### config.mk
export PLATFORM = sky130hd
export DESIGN_NAME = bin_stream_ctrl_flat
export DESIGN_NICKNAME = d
export VERILOG_FILES = /design/src/rtl/bin_stream_ctrl_pkg.sv /design/src/rtl/bin_stream_ctrl_if.sv /design/src/rtl/bin_stream_ctrl_packer.sv /design/src/rtl/bin_stream_ctrl.sv /design/src/flat_wrapper.sv
export SDC_FILE = /design/constraint.sdc
export NUM_CORES = 1
export LEC_CHECK = 0
export ABC_CLOCK_PERIOD_IN_PS = 5200
export CAP_MARGIN = 25
export CORE_ASPECT_RATIO = 0.8
export CORE_UTILIZATION = 51
export DETAILED_ROUTE_END_ITERATION = 8
export GPL_ROUTABILITY_DRIVEN = 0
export PLACE_DENSITY = 0.81
export SYNTH_ARGS = -nofsm -noshare
export SYNTH_HDL_FRONTEND = slang
export SYNTH_SLANG_ARGS = --single-unit
### constraint.sdc
create_clock -name clk -period 5.2 [get_ports clk]
set_clock_uncertainty 0.2 [all_clocks]
set_input_delay 1.04 -clock clk [delete_from_list [all_inputs] [get_ports clk]]
set_output_delay 1.04 -clock clk [all_outputs]
set_load 0.01 [all_outputs]
### src/rtl/bin_stream_ctrl_pkg.sv
// Shared types and the binarization rule for the BNN binary stream controller.
// The threshold comparison is generic; BIN_THRESH_EN only decides where the threshold comes from.
package bnn_bin_pkg;

    typedef enum logic [1:0] {
        IDLE,
        RUN,
        DRAIN,
        DONE
    } state_t;

    localparam logic BIN_POS = 1'b1;  // encodes +1
    localparam logic BIN_NEG = 1'b0;  // encodes -1

    // Wide enough for any supported raw activation width (DEPTH <= RAW_W).
    localparam int RAW_W = 64;
    typedef logic signed [RAW_W-1:0] raw_t;

    function automatic logic bin_of(input raw_t raw, input raw_t thresh);
        return (raw >= thresh) ? BIN_POS : BIN_NEG;
    endfunction

endpackage

### src/rtl/bin_stream_ctrl_if.sv
// Valid/ready stream bundle used for both the raw activation input and the packed output.
interface bin_stream_ctrl_if #(
    parameter int W = 32
);
    logic [W-1:0] data;
    logic         valid;
    logic         ready;
    logic         last;

    modport master (output data, valid, last, input ready);
    modport slave  (input data, valid, last, output ready);
endinterface

### src/rtl/bin_stream_ctrl_packer.sv
// bin_packer: collects binarized bits LSB-first and presents completed words on a
// valid/ready output register that holds steady under backpressure.
module bin_packer #(
    parameter int PACK_W = 16
) (
    input  logic              clk,
    input  logic              rst,
    input  logic              load,
    input  logic              flush,
    input  logic              last_in,
    input  logic              bit_in,
    input  logic              out_ready,
    output logic              idx_full,
    output logic [PACK_W-1:0] out_data,
    output logic              out_valid,
    output logic              out_last
);
    localparam int IDX_W = $clog2(PACK_W);

    logic [IDX_W-1:0]  idx;
    logic [PACK_W-1:0] pack_q;
    logic [PACK_W-1:0] merged;

    assign idx_full = (idx == IDX_W'(PACK_W - 1));

    always_comb begin
        // NOTE: default assignment first, so every path drives merged and no latch is inferred.
        merged      = pack_q;
        merged[idx] = bit_in;
    end

    always_ff @(posedge clk) begin
        if (rst) begin
            idx       <= '0;
            pack_q    <= '0;
            out_data  <= '0;
            out_valid <= 1'b0;
            out_last  <= 1'b0;
        end else begin
            // NOTE: non-blocking assignments; the later load branch overrides the handshake clear.
            if (out_valid && out_ready) begin
                out_valid <= 1'b0;
                out_last  <= 1'b0;
            end
            if (load) begin
                if (flush) begin
                    // pack_q is cleared on every flush, so a partial word has zero high bits.
                    out_data  <= merged;
                    out_valid <= 1'b1;
                    out_last  <= last_in;
                    pack_q    <= '0;
                    idx       <= '0;
                end else begin
                    pack_q <= merged;
                    idx    <= idx + IDX_W'(1);
                end
            end
        end
    end
endmodule

### src/rtl/bin_stream_ctrl.sv
// Frame controller: binarizes raw activations and streams packed words with start/busy/done.
// Optional BIN_THRESH_EN adds a cfg_thresh port latched at start; otherwise the threshold is 0.
module bin_stream_ctrl
    import bnn_bin_pkg::*;
#(
    parameter int DEPTH  = 32,
    parameter int PACK_W = 16,
    parameter int LEN_W  = 10
) (
    input  logic              clk,
    input  logic              rst,
    input  logic              start,
    input  logic [LEN_W-1:0]  cfg_len,
`ifdef BIN_THRESH_EN
    input  logic signed [DEPTH-1:0] cfg_thresh,
`endif
    output logic              busy,
    output logic              done,
    bin_stream_ctrl_if.slave  in_s,
    bin_stream_ctrl_if.master out_m
);
    state_t                  state;
    logic [LEN_W-1:0]        len_q;
    logic [LEN_W-1:0]        elem_cnt;
    logic signed [DEPTH-1:0] thresh_q;
    logic                    accept;
    logic                    last_elem;
    logic                    idx_full;
    logic                    bit_in;

    assign in_s.ready = (state == RUN) && (!out_m.valid || out_m.ready);
    assign accept     = in_s.valid && in_s.ready;
    assign last_elem  = (elem_cnt == len_q - LEN_W'(1));
    assign bit_in     = bin_of(raw_t'($signed(in_s.data)), raw_t'(thresh_q));

`ifndef BIN_THRESH_EN
    assign thresh_q = '0;
`endif

    always_ff @(posedge clk) begin
        if (rst) begin
            state    <= IDLE;
            busy     <= 1'b0;
            done     <= 1'b0;
            len_q    <= '0;
            elem_cnt <= '0;
`ifdef BIN_THRESH_EN
            thresh_q <= '0;
`endif
        end else begin
            case (state)
                IDLE: begin
                    if (start) begin
                        len_q    <= cfg_len;
                        elem_cnt <= '0;
                        busy     <= 1'b1;
`ifdef BIN_THRESH_EN
                        thresh_q <= cfg_thresh;
`endif
                        state    <= (cfg_len == '0) ? DONE : RUN;
                    end
                end
                RUN: begin
                    if (accept) begin
                        elem_cnt <= elem_cnt + LEN_W'(1);
                        if (last_elem) state <= DRAIN;
                    end
                end
                DRAIN: begin
                    if (out_m.valid && out_m.ready) begin
                        state <= DONE;
                        done  <= 1'b1;
                        busy  <= 1'b0;
                    end
                end
                DONE: begin
                    // Arriving from DRAIN, done is already up; an empty frame arrives still busy
                    // and raises done one cycle later. done is only ever high while in DONE.
                    done  <= busy;
                    busy  <= 1'b0;
                    state <= busy ? DONE : IDLE;
                end
                default: state <= IDLE;
            endcase
        end
    end

    bin_packer #(
        .PACK_W(PACK_W)
    ) u_packer (
        .clk       (clk),
        .rst       (rst),
        .load      (accept),
        .flush     (idx_full || last_elem),
        .last_in   (last_elem),
        .bit_in    (bit_in),
        .out_ready (out_m.ready),
        .idx_full  (idx_full),
        .out_data  (out_m.data),
        .out_valid (out_m.valid),
        .out_last  (out_m.last)
    );
endmodule

### src/flat_wrapper.sv
// flat-port wrapper written by rule: the top's interface ports become plain ports
module bin_stream_ctrl_flat import bnn_bin_pkg::*;
#(
    parameter int DEPTH  = 32,
    parameter int PACK_W = 16,
    parameter int LEN_W  = 10
)
  (clk, rst, start, cfg_len, busy, done, in_s_data, in_s_valid, in_s_last, in_s_ready, out_m_data, out_m_valid, out_m_last, out_m_ready);
  bin_stream_ctrl_if #(.W(DEPTH)) in_s_i ();
  bin_stream_ctrl_if #(.W(PACK_W)) out_m_i ();
  input  logic clk;
  input  logic rst;
  input  logic start;
  input  logic [LEN_W-1:0] cfg_len;
  output logic busy;
  output logic done;
  input wire logic [$bits(in_s_i.data)-1:0] in_s_data;
  input wire logic [$bits(in_s_i.valid)-1:0] in_s_valid;
  input wire logic [$bits(in_s_i.last)-1:0] in_s_last;
  output wire logic [$bits(in_s_i.ready)-1:0] in_s_ready;
  output wire logic [$bits(out_m_i.data)-1:0] out_m_data;
  output wire logic [$bits(out_m_i.valid)-1:0] out_m_valid;
  output wire logic [$bits(out_m_i.last)-1:0] out_m_last;
  input wire logic [$bits(out_m_i.ready)-1:0] out_m_ready;
  assign in_s_i.data = in_s_data;
  assign in_s_i.valid = in_s_valid;
  assign in_s_i.last = in_s_last;
  assign in_s_ready = in_s_i.ready;
  assign out_m_data = out_m_i.data;
  assign out_m_valid = out_m_i.valid;
  assign out_m_last = out_m_i.last;
  assign out_m_i.ready = out_m_ready;
  bin_stream_ctrl #(.DEPTH(DEPTH), .PACK_W(PACK_W), .LEN_W(LEN_W)) u_core (.clk(clk), .rst(rst), .start(start), .cfg_len(cfg_len), .busy(busy), .done(done), .in_s(in_s_i), .out_m(out_m_i));
endmodule
==> results of run 1 <==
registers in the layout, summed over array words and instances, names as in the netlist:
register / cells
u_core.u_packer.out_last: 1
u_core.busy: 1
u_core.elem_cnt: 10
u_core.u_packer.out_data: 16
u_core.u_packer.pack_q: 16
u_core.done: 1
u_core.u_packer.out_valid: 1
u_core.u_packer.idx: 4
u_core.state: 2
u_core.len_q: 10
synth_stat cells (all sizes together) (2+ instances only):
cell type  instances  area, sq um
nand2             39          146
dfxtp             62         1240
or2                2         12.5
a22o              17          158
xor2               8         70.1
nor2b              7         43.8
inv                8         30.0
buf                7         60.1
clkbuf            12         66.3
and3               3         20.0
nor2              37          139
a21oi             28          140
nor4               5         61.3
mux2i             16          160
nand4              2         12.5
nor3               3         20.0
o21ai              7         35.0
nor3b              4         30.0
o31ai              2         20.0
xnor2             11         96.3
nor4b              4         35.0
nand3b             3         22.5
a21boi             2         15.0
ha                 6         75.1
a31oi             16          100
nand3             12         60.1
nand2b             4         25.0
metrics by stage:
stage	hold WS, ps	util	instance area (sq um)	total power, mW
3_5_place_dp	258	0.601	3360	0.598
4_1_cts	278	0.640	3580	1.05
6_report	270	0.642	3580	1.04
5_1_grt	287	0.642	3580	1.08
2_1_floorplan	249	-	3010	0.567
3_3_place_gp	253	0.601	3360	0.595
cells in the final DEF (no fill, tap or decap), types with 4 or more instances in the layout:
| cell type | synthesis | routed |
|---|---|---|
| dfxtp_1 | 62 | 62 |
| nand2_1 | 39 | 39 |
| nor2_1 | 37 | 37 |
| clkdlybuf4s50_1 | 0 | 36 |
| a21oi_1 | 28 | 28 |
| a31oi_1 | 16 | 16 |
| mux2i_1 | 16 | 16 |
| a22o_1 | 16 | 16 |
| nand3_1 | 12 | 12 |
| clkbuf_8 | 2 | 12 |
| xnor2_1 | 11 | 11 |
| inv_1 | 8 | 8 |
| xor2_1 | 8 | 8 |
| nor2b_1 | 7 | 7 |
| o21ai_0 | 7 | 7 |
| ha_1 | 6 | 6 |
| nor3b_1 | 4 | 4 |
| nand2b_1 | 4 | 4 |
| nor4b_1 | 4 | 4 |
cells by family (layout without fill, tap and decap cells):
family          Yosys count  in the layout  share of synthesized area
mux                      17             17                     0.0569
compound gates           81             81                      0.182
xor+xnor                 19             19                     0.0552
flops                    62             62                      0.412
fa+ha+maj                 6              6                     0.0249
simple gates            127            127                      0.213
buf+inv                  28             63                     0.0560
metal layers:
metal	routed length, microns	track usage	vias to the layer above
li1	-	-	1269
met1	3220	0.328	1205
met2	2860	0.331	103
met3	434	0.0677	12
met4	78	0.0765	0
met5	0	0	-
worst paths after layout:
check	end	cells past startpoint
max	in_s_ready	4
min	u_core.done$_SDFFE_PP0P_	1
max reg2reg	u_core.u_packer.idx[0]$_SDFFE_PP0P_	7
min reg2reg	u_core.done$_SDFFE_PP0P_	1
power groups by stage:
| stage | clock network, mW | logic, mW | registers, mW |
|---|---|---|---|
| 3_5_place_dp | 0 | 0.0935 | 0.504 |
| 6_report | 0.454 | 0.0959 | 0.494 |
| 2_1_floorplan | 0 | 0.0666 | 0.501 |
| 3_3_place_gp | 0 | 0.0909 | 0.504 |
| 4_1_cts | 0.459 | 0.0942 | 0.494 |
| 5_1_grt | 0.478 | 0.106 | 0.495 |
area by class of cell:
cell class              count  area [sq um]  area share
inverters                   8          30.0     0.00838
well taps                  78          97.6      0.0272
flip-flops and latches     62          1240       0.346
repair buffers             39           383       0.107
clock inverters             4          53.8      0.0150
clock buffers              12           165      0.0461
multi-input cells         250          1610       0.450
worst register-to-register path, stage by stage (launching register included):
cell      delay (ps)
dfxtp_1          390
nor4_4           440
a221o_2          220
o311ai_1          80
nor2_1           310
nor3_2           150
nor4_4           670
mux2_2           300
==> impl_metrics.ini, run 1 <==
[route]
drt-initial-drc-count = 244
postRouteAntennaNets = 0
drt_pass1_iterations = 5
drc = 0
via_per_inst = 5.72
num_vias = 2589
wire_per_inst_microns = 14.5
routed_wl_microns = 6590

[synth]
synth_cell_types = 52
postSynth.asyncResetShare = 0
yosys_warnings = 0
postSynthAreaPerCell_sq_um = 8.87
ys_dominant_reg_cell = dfxtp_1
seq_area_frac_synth = 0.412
synth_cells = 340
syn_area_sq_um = 3010
synth.ff_latch_count = 62
syn-num-nets = 394
synth-edff-count = 0

[hold_path]
hold_start = u_core.done$_SDFFE_PP0P_
hold_path_class = reg -> reg

[worst_setup_path]
cp_max_fo = 3
critPathSlowestCell = clkdlybuf4s50_1
crit_path_start_kind = input port
r2r_start = u_core.len_q[2]$_SDFFE_PP0P_
path_common_cell = clkdlybuf4s50_1
path_buf_inv = 2
cp.arrival_ps = 2630
crit_path_start = out_m_ready
cp.required_ps = 3960
path_delay_family = buffers and inverters
crit_type = in -> out
slowest_delay_ps = 630
rrSetupSlack_ps = 2390
path_cells = clkdlybuf4s50_1 > nor2b_1 > nor3b_1 > clkdlybuf4s50_1
critPathCaptureType = primary output

[grt]
antenna_found_initial = 0
track_usage = 0.230
grt_max_degree = 28
grt_pass1_wl_microns = 11000
grt_pass1_vias = 2275
grt_overflow = 0

[place]
place_ws_ps = 1380
portBuffers = 36
dpl.hpwl_microns = 4440
dp_cells = 436

[sta]
fin_crit_sh = 0.745
setup_ws_ps = 1330
rsz0062_at_grt = no
fin_crit_ps = 3870
finalMaxSlewViolations = 0
fmax_mhz = 258
tns_ps = 0
relSlewSlack = 0.407
hold_viol = 0
tightestPinTransition_ps = 887
setup_viol = 0

[clock_tree]
cts_setup_buffers = 0
htree_levels = 3
cts_buffers = 9
clk_latency_ps = 350
clock-sinks = 62
holdBufCountCts = 0
clkTransAtPathRegs_ps = 60
cts_resized = 0
cts.path.max_buffers = 2
root_buffer = clkbuf_8
cts_tree = yes

[flow_run]
maxCapViolCount = 0

[finish]
nFillCells = 466
diodes = 0
stdcell_count = 453
drive_above_1_share = 0.0773
nets = 424
area_delta_synth_final_pct = 18.9

[power_and_ir_drop]
comb_power_share = 0.092
clkPwrFrac = 0.435
seqPwrFrac = 0.473
switching_share = 0.248
total_leakage_power_nw = 1.25
irDropWorstVdd_uv = 232
p_sw_mw = 0.259
power_density_nw_per_um2 = 291
p_int_mw = 0.786

[die]
die_height_microns = 70.8
ios = 69
initial_utilization = 0.540
core_sq_um = 5590
num_rows = 24
dieWidth_microns = 88.0
dieArea_sq_um = 6220

[status]
status = completed
No activity file was read; power rests on OpenSTA's default activity.
==> run 2, diff against run 1 <==
ABC_CLOCK_PERIOD_IN_PS = 3500   (was 5200)
CORE_UTILIZATION = 45   (was 51)
PLACE_DENSITY = 0.76   (was 0.81)
clock period = 3.5 ns   (was 5.2 ns; I/O delays follow)
==> impl_metrics.ini, run 2 (synthesis gave the netlist of run 1 again) <==
[clock_tree]
root_buffer = clkbuf_8
holdBufCountCts = 0
cts.path.max_buffers = 2
cts_resized = 0
cts_tree = yes
clock-sinks = 62
cts_setup_buffers = 0
cts_buffers = 9
htree_levels = 3
clk_latency_ps = 340
clkTransAtPathRegs_ps = 70

[grt]
grt_pass1_vias = 2256
track_usage = 0.198
antenna_found_initial = 0
grt_overflow = 0
grt_pass1_wl_microns = 10700
grt_max_degree = 37

[route]
drt_pass1_iterations = 4
via_per_inst = 5.58
drt-initial-drc-count = 197
num_vias = 2576
routed_wl_microns = 6580
wire_per_inst_microns = 14.2
postRouteAntennaNets = 0
drc = 0

[finish]
final_cell_mix = 62 x dfxtp_1, 39 x nand2_1, 37 x nor2_1
area_delta_synth_final_pct = 19.8
nets = 427
diodes = 0
layout_commonest_cell = dfxtp_1
reg_top3 = u_core.u_packer.out_data (16), u_core.u_packer.pack_q (16)
drive_above_1_share = 0.0820

[die]
initial_utilization = 0.468
die_height_microns = 75.2
dieArea_sq_um = 7030
dieWidth_microns = 93.5
core_sq_um = 6440
num_rows = 26
ios = 69

[sta]
relSlewSlack = 0.613
hold_viol = 0
tightestPinTransition_ps = 579
tns_ps = 0
fin_crit_ps = 3120
hold_slack_ps = 277
setup_viol = 0
fin_crit_sh = 0.892
fmax_mhz = 320
finalMaxSlewViolations = 0
rsz0062_at_grt = no
setup_ws_ps = 378

[worst_setup_path]
cp_max_fo = 3
rrSetupSlack_ps = 690
cp.arrival_ps = 2220
critPathCaptureType = primary output
rr_worst_depth = 10
crit_type = in -> out
cp.required_ps = 2600
r2r-end = u_core.u_packer.idx[0]$_SDFFE_PP0P_
r2r_start = u_core.len_q[0]$_SDFFE_PP0P_
crit_path_start_kind = input port

[power_and_ir_drop]
total_leakage_power_nw = 1.27
seqPwrFrac = 0.486
power_mw = 1.51
clkPwrFrac = 0.418
switching_share = 0.241
irDropWorstVdd_uv = 226
p_sw_mw = 0.365
p_int_mw = 1.15
comb_power_share = 0.097
power_density_nw_per_um2 = 418

[flow_run]
maxCapViolCount = 0

[hold_path]
min_to = u_core.u_packer.pack_q[15]$_SDFFE_PP0P_
whs_path_depth = 1
hold_path_class = reg -> reg
hold_start = u_core.u_packer.pack_q[15]$_SDFFE_PP0P_

[place]
place_ws_ps = 353
dpl.hpwl_microns = 4640
portBuffers = 36

[status]
status = completed
-- run 2: layer usage --
layer / routed length, microns / GRT usage
met1: 3190 / 0.266
met2: 2950 / 0.310
met3: 366 / 0.0465
met4: 77 / 0.0803
met5: 0 / 0
-- run 2: power by group through the flow --
| stage | sequential (mW) | clock, mW | combinational, mW |
|---|---|---|---|
| 2_1_floorplan | 0.744 | 0 | 0.0990 |
| 3_3_place_gp | 0.748 | 0 | 0.138 |
| 3_5_place_dp | 0.749 | 0 | 0.144 |
| 4_1_cts | 0.733 | 0.643 | 0.146 |
| 5_1_grt | 0.735 | 0.678 | 0.160 |
| 6_report | 0.734 | 0.631 | 0.146 |
-- run 2: through the flow --
step	area, sq um	instances	util
floorplan	3010	340	-
global placement	3400	445	0.528
detailed placement	3410	446	0.530
CTS	3610	462	0.561
global route	3610	462	0.561
finish	3610	462	0.561
-- run 2: how the worst max path moves through the flow --
stage	from	endpoint	slack [ps]	depth (start not counted)
detailed placement	out_m_ready	u_core.u_packer.out_data[2]$_SDFFE_PP0P_	350	9
global placement	out_m_ready	u_core.u_packer.idx[0]$_SDFFE_PP0P_	300	7
floorplan	out_m_ready	u_core.u_packer.out_data[7]$_SDFFE_PP0P_	870	10
CTS	out_m_ready	in_s_ready	370	4
finish	out_m_ready	in_s_ready	380	4
global route	out_m_ready	in_s_ready	260	4
-- run 2: worst max-delay path: stages --
cell and delay (ps):
clkdlybuf4s50_1 490, nor2b_1 60, nor3b_1 350, clkdlybuf4s50_1 620
-- run 2: cell type report --
cell class                      count  area (sq um)
Multi-Input combinational cell    250          1610
Sequential cell                    62          1240
Inverter                            8          30.0
Tap cell                           84           105
Clock inverter                      4          45.0
Fill cell                         580          2830
Clock buffer                       12           155
Timing Repair Buffer               42           422
